### config.mk
export PLATFORM = sky130hd
export DESIGN_NAME = fetch_buffer
export DESIGN_NICKNAME = d
export VERILOG_FILES = /design/src/rtl/fetch_buffer_pkg.sv /design/src/rtl/fetch_buffer.sv
export SDC_FILE = /design/constraint.sdc
export NUM_CORES = 1
export LEC_CHECK = 0
export CAP_MARGIN = 20
export CORE_MARGIN = 10
export CORE_UTILIZATION = 40
export DETAILED_ROUTE_END_ITERATION = 10
export GPL_TIMING_DRIVEN = 0
export PLACE_DENSITY = 0.7
export SYNTH_ARGS = -nofsm -noshare
export SYNTH_HDL_FRONTEND = slang
export SYNTH_SLANG_ARGS = --single-unit
export TNS_END_PERCENT = 100
### constraint.sdc
create_clock -name CLK -period 6.88 [get_ports CLK]
set_input_delay 1.032 -clock CLK [delete_from_list [all_inputs] [get_ports CLK]]
set_output_delay 1.032 -clock CLK [all_outputs]
set_load 0.02 [all_outputs]
### src/rtl/fetch_buffer_pkg.sv
// Shared definitions for the fetch/decode boundary of the RV32i pipeline.
package fetch_buffer_pkg;

  localparam int CLOCK_PERIOD = 10;
  localparam logic [31:0] NOP_INSTR = 32'h0000_0013;
  localparam int FETCH_BUF_DEPTH = 4;

  typedef struct packed {
    logic [31:0] pc;
    logic [31:0] instr;
  } fetch_entry_t;

endpackage

### src/rtl/fetch_buffer.sv
// First-word-fall-through queue of {PC, instruction} pairs between fetch and decode.
// Handshake: a transfer happens on an edge where valid and ready are both high and Flush is low.
module fetch_buffer
  import fetch_buffer_pkg::*;
#(
  parameter int DEPTH = FETCH_BUF_DEPTH,
  parameter logic [31:0] NOP_INSTR = fetch_buffer_pkg::NOP_INSTR
) (
  input  logic                       CLK,
  input  logic                       RST_N,
  input  logic                       Flush,
  input  logic                       F_Valid,
  input  logic [31:0]                F_PC,
  input  logic [31:0]                F_Instr,
  output logic                       F_Ready,
  output logic                       D_Valid,
  output logic [31:0]                D_PC,
  output logic [31:0]                D_Instr,
  input  logic                       D_Ready,
  output logic [$clog2(DEPTH):0]     Count
);

  localparam int AW = $clog2(DEPTH);
  localparam int CW = AW + 1;

  fetch_entry_t mem [DEPTH];
  logic [AW-1:0] wr_ptr;
  logic [AW-1:0] rd_ptr;
  logic [CW-1:0] count;
  logic          empty;
  logic          full;
  logic          push;
  logic          pop;

  // Status comes from the registered count only, so F_Ready never depends on D_Ready.
  assign empty   = (count == '0);
  assign full    = (count == CW'(DEPTH));
  assign F_Ready = !full;
  assign D_Valid = !empty;
  assign Count   = count;

  assign push = F_Valid && F_Ready && !Flush;
  assign pop  = D_Valid && D_Ready && !Flush;

  assign D_PC    = empty ? 32'h0 : mem[rd_ptr].pc;
  assign D_Instr = empty ? NOP_INSTR : mem[rd_ptr].instr;

  always_ff @(posedge CLK) begin
    if (push) begin
      mem[wr_ptr] <= '{pc: F_PC, instr: F_Instr};
    end
  end

  // Pointers wrap naturally because DEPTH is a power of two.
  always_ff @(posedge CLK or negedge RST_N) begin
    if (!RST_N) begin
      wr_ptr <= '0;
      rd_ptr <= '0;
      count  <= '0;
    end else if (Flush) begin
      wr_ptr <= '0;
      rd_ptr <= '0;
      count  <= '0;
    end else begin
      if (push) wr_ptr <= wr_ptr + AW'(1);
      if (pop)  rd_ptr <= rd_ptr + AW'(1);
      case ({push, pop})
        2'b10:   count <= count + CW'(1);
        2'b01:   count <= count - CW'(1);
        default: count <= count;
      endcase
    end
  end

endmodule

**After elaboration in Yosys (flattened, before gate mapping)**

Memory sizes are Yosys's and may differ from the RTL's.
Index checks and enable logic that the tools add are counted.
Widths: inputs -> output; s select.

- Bits in registers: 7
- Output and inout bits: 69
- Bits of input ports: 69
- Word-level logic and storage cells: 32
- Memories: 1
- RAM bits: 256

- Add/sub/neg operators: 4
- Eq/ne operators: 3
- Multiplexer cells: 10
- Reductions and logical operators: 11

Memories:

| memory | words | bits a word | rd ports | clocked after Yosys merged registers in | write ports | line | text |
|---|---|---|---|---|---|---|---|
| mem | 4 | 64 | 1 | 0 | 1 | fetch_buffer.sv:26 | `fetch_entry_t mem [DEPTH];` |

Operators with widths:

| kind | number |
|---|---|
| $mux 32 | 2 |
| $mux 2 | 4 |
| $pmux 3 s2 | 1 |
| $add 2x1->2 const B | 2 |
| $logic_and 1x1->1 | 4 |
| $reduce_bool 2->1 | 2 |
| $add 3x1->3 const B | 1 |
| $eq 3x3->1 const B | 1 |
| $logic_not 1->1 | 3 |
| $logic_not 3->1 | 1 |
| $mux 3 | 1 |
| $reduce_bool 3->1 | 1 |
| $sub 3x1->3 const B | 1 |
| $eq 2x1->1 const B | 1 |
| $eq 2x2->1 const B | 1 |
| $mux 1 | 2 |

**Depth between registers and ports, before layout**

Gate-level depths: netlist (run 1).

- Depth in word-level cells: 7
- Depth in mapped cells: 9
- Depth with buffers taken out: 8

**Worst setup path before layout (run 1)**

Ideal clock, no wire load.

- Path kind: input to register
- Start point: input F_Valid
- End point: memory mem[0][0] (netlist name), enable pin
- Cell stages on the path: 3
- Setup time: 0.429 ns
- Slack: 3.435 ns
- Required time: 6.451 ns
- Data arrival time: 3.016 ns
- Path buffers: 1
- Path through: buf_2 nor2b_1 and3_1

- Word-level cells in the longest chain between the ends: 4

RTL lines:

| what | line | text |
|---|---|---|
| from (decl) | fetch_buffer.sv:12 | `input logic F_Valid,` |
| $logic_and 1x1->1 (2 in series) | fetch_buffer.sv:42 | `assign push = F_Valid && F_Ready && !Flush;` |
| $mux 1 | fetch_buffer.sv:49 | `if (push) begin` |
| $mux 1 (implied by the code) | fetch_buffer.sv:50 | `mem[wr_ptr] <= '{pc: F_PC, instr: F_Instr};` |
| to (decl) | fetch_buffer.sv:26 |  |

Every way passes these cells.

**Final worst setup path (run 1)**

- Start point: register count[0] (netlist: Count[0])
- End point: output D_PC[2]

- Word-level cells in the longest chain between the ends: 2

RTL lines:

| what | line | text |
|---|---|---|
| from (decl) | fetch_buffer.sv:29 | `logic [CW-1:0] count;` |
| from (signal assigned) | fetch_buffer.sv:68 | `2'b10: count <= count + CW'(1);` |
| from (signal assigned) | fetch_buffer.sv:69 | `2'b01: count <= count - CW'(1);` |
| from (signal assigned) | fetch_buffer.sv:70 | `default: count <= count;` |
| $logic_not 3->1 | fetch_buffer.sv:36 | `assign empty = (count == '0);` |
| $mux 32 | fetch_buffer.sv:45 | `assign D_PC = empty ? 32'h0 : mem[rd_ptr].pc;` |
| to (decl) | fetch_buffer.sv:17 | `output logic [31:0] D_PC,` |

Every way passes these cells.

==> impl_metrics.tcl, run 1 <==
set metrics [dict create \
    areaGrowthSynthToFinish_pct 27.4 \
    worstPathMaxFanout 10 \
    die_x_um 180 \
    worstSetupPathType "reg -> out" \
    p_per_area_nw_per_um2 338 \
    grtUsageTotal_pct 12.9 \
    ys_seq_area_share_pct 77.0 \
    p_switching_w 0.00117 \
    layout_min_cycle_time_ns 3.81 \
    hp-class "reg -> reg" \
    rsz0062_at_grt "false" \
    setup_violations 0 \
    cts_tree "done" \
    overflow 0 \
    synth_edf_count 256 \
    dpl.hpwl_um 13500 \
    grt_pass1_vias 5653 \
    hold_path.startpoint "wr_ptr[1]" \
    crit_path_end_kind "output port" \
    whs_ns 0.591 \
    final_cell_mix "256 x edfxtp_1, 136 x clkdlybuf4s50_1, 64 x mux4_2" \
    place_ws_ns 3.47 \
    cts_buffers 28 \
    critPathRequiredTime_ns 5.85 \
    fin_ws_ns 3.07 \
    syn_avg_cell_area_um2 21.8 \
    portBuffers 136 \
    first_pass_iters 4 \
    r2r_start "Count[0]" \
    slew_headroom_pct 56.1 \
    share_seq_of_total_power_pct 42.3 \
    tns_ns 0 \
    final_cells 992 \
    period_share_pct 55.4 \
    syn_area_um2 10200 \
    ant_nets 0 \
    yosys_most_used_dff "edfxtp_1" \
    ctsHtreeMaxLevel 1 \
    clock_latency_ns 0.53 \
    synth_nets 543 \
    slew_violations 0 \
    critPathLaunchType "flip-flop" \
    comb_power_share_pct 25.2 \
    rows 58 \
    yosysWarnings 0 \
    cts_sinks 263 \
    fin_skew_ns 0.00807 \
    dp.cells 939 \
    p_leak_nw 4.16 \
    grt_max_degree 40 \
    worst_pin_slew_ns 0.659 \
    initial_core_util_pct 40.5 \
    cts_setup_buffers 0 \
    nNetsFinal 713 \
    drive_gt1_share_pct 20.6 \
    swShare_pct 26.6 \
    via_per_inst 5.06 \
    clkPwrFrac_pct 32.4 \
    core_area_um2 25200 \
    synth.ff_latch_count 263 \
    async_reset_ff_share_pct 2.66 \
    via_count 5016 \
    antenna_found_initial 2 \
    place_congestion 0.727 \
    ys_types 35 \
    hold_violations 0 \
    fmax_ghz 0.262 \
    drc 0 \
    outcome "finished clean" \
    path_clk_slew_ns 0.06 \
    synthCells 469 \
    wire_per_inst_um 21.2 \
    ir_drop_mv 0.289 \
    grt_pass1_wl_um 33200 \
    cts_root_buf "clkbuf_16" \
    cp.arrival_ns 2.78 \
    drt_iter0_drc 401 \
    die_y_um 180 \
    critPathLaunch "Count[0]" \
    internal_power_w 0.00322 \
    final_common_cell "edfxtp_1" \
    ctsResizeCount 0 \
    ctsHoldBuffers 0 \
    drv_cap 0 \
    die_area_um2 32300 \
    pin_count 138 \
    drt-total-wl_um 21000 \
    cts_max_path_buffers 3 \
]
==> final timing paths <==
check	cells past startpoint	endpoint	slack, ns
worst max-delay path	6	D_PC[2]	3.07
worst min-delay path	2	wr_ptr[1]	0.59
worst max register to register	9	Count[2]	3.98
worst min register to register	2	wr_ptr[1]	0.59
max in group asynchronous	1	rd_ptr[1]	5.84
min in group asynchronous	1	Count[2]	0.78
==> cells by family (layout without fill, tap and decap cells) <==
logic type	after synthesis	in the layout	synth area share, %
buf+inv	29	220	1.53
flops	263	263	77.0
mux	65	65	14.2
fa+ha+maj	5	5	0.686
other cells	0	2	0
compound gates	10	10	0.711
simple gates	93	93	5.51
xor+xnor	4	4	0.343
==> synth_stat cells, types with 4 or more instances <==
master	number	area, um2
nand2_1	6	22.5
dfrtp_1	7	175
and3_1	4	25.0
nor2_1	6	22.5
and2_1	61	382
buf_6	4	45.0
ha_1	4	50.1
mux4_2	64	1440
clkbuf_1	8	30.0
edfxtp_1	256	7690
buf_2	11	55.1
==> critical path: stages (launching register included) <==
cell and delay, ns:
dfrtp_1 0.40, buf_2 0.23, nor3_4 0.09, inv_2 0.26, clkbuf_1 0.40, and2_1 0.19
clkdlybuf4s50_1 0.67
==> through the flow <==
step / cell area (um2) / total power, W / util [%]
floorplan: 10200 / 0.00252 / -
global placement: 12000 / 0.00301 / 47.6
detailed placement: 12100 / 0.00303 / 48.1
CTS: 13000 / 0.00446 / 51.6
global route: 13000 / 0.00459 / 51.6
finish: 13000 / 0.00439 / 51.6
==> cell type report <==
cell class	count	area, um2
Inverter	5	18.8
Buffer	24	138
Fill cell	2021	12200
Clock inverter	17	140
Sequential cell	263	7860
Clock buffer	34	744
Timing Repair Buffer	140	1470
Multi-Input combinational cell	177	2210
Tap cell	330	413
Antenna cell	2	5.00
==> power groups by stage <==
stage	combinational, W	clock [W]	sequential (W)
global placement	0.00111	0	0.00190
floorplan	0.000630	0	0.00189
finish	0.00111	0.00142	0.00186
CTS	0.00114	0.00146	0.00186
global route	0.00120	0.00153	0.00187
detailed placement	0.00113	0	0.00189
==> routing by layer <==
layer  GRT usage, %  part of all wire [%]  vias to the layer above
met2           22.6                    52                      133
met5              0                 0.062                        -
met1           15.4                    40                     2587
met3           3.23                   5.8                       42
li1               -                     -                     2252
met4           3.57                   2.6                        2
==> sequential cells by signal, indices dropped and copies added, names as in the netlist <==
name    count
mem       256
Count       3
rd_ptr      2
wr_ptr      2
No activity file was read; power rests on OpenSTA's default activity.
==> run 2: changes to the inputs <==
- PLACE_DENSITY: 0.7 -> 0.73
- clock period: 6.88 -> 3.37 ns (I/O delays scaled with it)
==> run 2 against run 1 <==
  * Critical path depth did not move
  * Final area rose by 0.28%
  * Hold slack got worse by 0.33 ns
  * Critical path type unchanged
  * Combinational power rose by 100%
  * First-iteration DRC count fell by 22%
  * Flip-flop and latch count did not move
  * Largest power group unchanged
  * Routed wire length rose by 0.72%
  * Setup slack got worse by 2.9 ns
  * Clock skew rose by 0.0054 ns
==> impl_metrics.tcl, run 2 (synthesis results as in run 1) <==
set metrics [dict create \
    ir_drop_mv 0.552 \
    nNetsFinal 712 \
    num-fill-cells 1989 \
    grt_pass1_vias 5626 \
    grt_pass1_wl_um 32800 \
    cts_tree "done" \
    grtUsageTotal_pct 12.7 \
    rsz0062_at_grt "false" \
    outcome "finished clean" \
    critPathLaunch "Count[0]" \
    die_area_um2 32300 \
    slew_violations 0 \
    dpl.hpwl_um 13800 \
    layout_min_cycle_time_ns 3.19 \
    clock_latency_ns 0.52 \
    drc 0 \
    fin_ws_ns 0.179 \
    hold_violations 0 \
    r2r_cells 9 \
    placed_area_um2 12100 \
    drt_iter0_drc 311 \
    crit_end "D_PC[30]" \
    period_share_pct 94.7 \
    grt_max_degree 37 \
    cp.arrival_ns 2.69 \
    fin_area_um2 13000 \
    portBuffers 136 \
    critPathRequiredTime_ns 2.86 \
    die_y_um 180 \
    wire_per_inst_um 21.4 \
    critPathLaunchType "flip-flop" \
    via_count 5060 \
    cts_buffers 27 \
    overflow 0 \
    rrSetupSlack_ns 0.42 \
    core_area_um2 25200 \
    setup_violations 0 \
    via_per_inst 5.13 \
    drv_cap 0 \
    place_congestion 0.696 \
    worst_pin_slew_ns 0.663 \
    slew_headroom_pct 55.8 \
    die_x_um 180 \
    place_ws_ns 0.387 \
    initial_core_util_pct 40.5 \
    final_common_cell "edfxtp_1" \
    fmax_ghz 0.313 \
    worstPathMaxFanout 10 \
    path_clk_slew_ns 0.06 \
    drt-total-wl_um 21100 \
    timing.rr.end "Count[2]" \
    worstSetupPathType "reg -> out" \
    largest-register "mem" \
    first_pass_iters 4 \
    drive_gt1_share_pct 21.4 \
    cts_max_path_buffers 3 \
    pin_count 138 \
    final_cell_mix "256 x edfxtp_1, 136 x clkdlybuf4s50_1, 64 x mux4_2" \
    hp-class "in -> async" \
    p_leak_nw 4.20 \
    p_per_area_nw_per_um2 705 \
    utilization_pct 51.8 \
    cts_sinks 263 \
    r2r_start "Count[0]" \
    antenna_found_initial 2 \
    largest_reg_flops 256 \
    tns_ns 0 \
    cts_root_buf "clkbuf_16" \
    crit_path_end_kind "output port" \
    fin_skew_ns 0.0135 \
    rows 58 \
    ctsHtreeMaxLevel 1 \
    areaGrowthSynthToFinish_pct 27.7 \
    ant_nets 0 \
]
-- run 2: cell count changes in the layout (fill, tap and decap cells not counted), moves of 2 or more --
| cell | before | now |
|---|---|---|
| buf_16 | 4 | 0 |
| clkinvlp_4 | 3 | 1 |
| clkbuf_2 | 0 | 6 |
| clkbuf_16 | 29 | 27 |
| clkbuf_1 | 13 | 3 |
| clkinv_2 | 6 | 3 |
| bufinv_16 | 2 | 7 |
| buf_12 | 0 | 4 |
-- run 2: final cells by class --
cell class,instances,area [um2],share of cell area [%]
sequential,263,7860,60.3
clock buffer,28,679,5.21
multi-input combinational,177,2210,17.0
inverter,5,18.8,0.144
timing repair buffer,140,1440,11.1
tap,330,413,3.17
buffer,24,145,1.11
clock inverter,18,264,2.02
antenna,2,5.00,0.0384
-- run 2: metal layers --
| metal | share of wire, % | global-route usage, % | vias up |
|---|---|---|---|
| met1 | 40 | 15.3 | 2620 |
| li1 | - | - | 2242 |
| met4 | 2.3 | 3.27 | 0 |
| met5 | 0 | 0 | - |
| met2 | 51 | 22.1 | 159 |
| met3 | 6.6 | 3.55 | 39 |
-- run 2: report_power, final --
group / switching (W) / leakage [nW] / internal [W]
Clock: 0.00115 / 0.458 / 0.00198
Combinational: 0.00114 / 1.32 / 0.00112
Sequential: 0.0000552 / 2.42 / 0.00374
-- run 2: worst max-delay path, cell delays in order (launching register included) --
cell and delay [ns]:
dfrtp_1 0.44, buf_2 0.26, nor3_4 0.09, inv_2 0.26, clkbuf_2 0.28, and2_1 0.21, clkdlybuf4s50_1 0.63
-- run 2: worst min-delay path by stage --
| stage | startpoint | end | slack, ns | cells past startpoint |
|---|---|---|---|---|
| 2_1_floorplan | RST_N | Count[0] | 0.21 | 0 |
| 6_report | RST_N | wr_ptr[0] | 0.26 | 1 |
| 3_3_place_gp | wr_ptr[1] | wr_ptr[1] | 0.57 | 2 |
| 5_1_grt | RST_N | wr_ptr[0] | 0.26 | 1 |
| 4_1_cts | RST_N | wr_ptr[0] | 0.25 | 1 |
| 3_5_place_dp | wr_ptr[1] | wr_ptr[1] | 0.60 | 2 |
-- run 2: what timing repair did --
item	4_1_cts	5_1_grt
endpoints found under the setup margin	0	45
setup buffers	0	0
hold buffers	0	0
endpoints found under the hold margin	0	0
gates resized for setup	0	12
-- run 2: through the flow --
step | hold WS [ns] | std cells | power (W)
finish | 0.264 | 987 | 0.00919
CTS | 0.251 | 985 | 0.00932
global route | 0.260 | 985 | 0.00958
floorplan | 0.210 | 469 | 0.00515
detailed placement | 0.599 | 939 | 0.00617
global placement | 0.570 | 935 | 0.00612
==> run 3: changes to the inputs <==
- PLACE_DENSITY: 0.73 -> 0.7
- clock period: 3.37 -> 3.55 ns (I/O delays scaled with it)
==> results of run 3 <==
Same layout as run 1 (identical final DEF). Status: finished clean.
Main changes from that run: setup slack after placement 3.47 ns -> 0.635 ns; setup slack after layout 3.07 ns -> 0.238 ns; hold slack 0.591 ns -> 0.277 ns; register-to-register setup slack 3.98 ns -> 0.65 ns; total power 0.00439 W -> 0.00851 W; worst IR drop on VDD 0.289 mV -> 0.560 mV
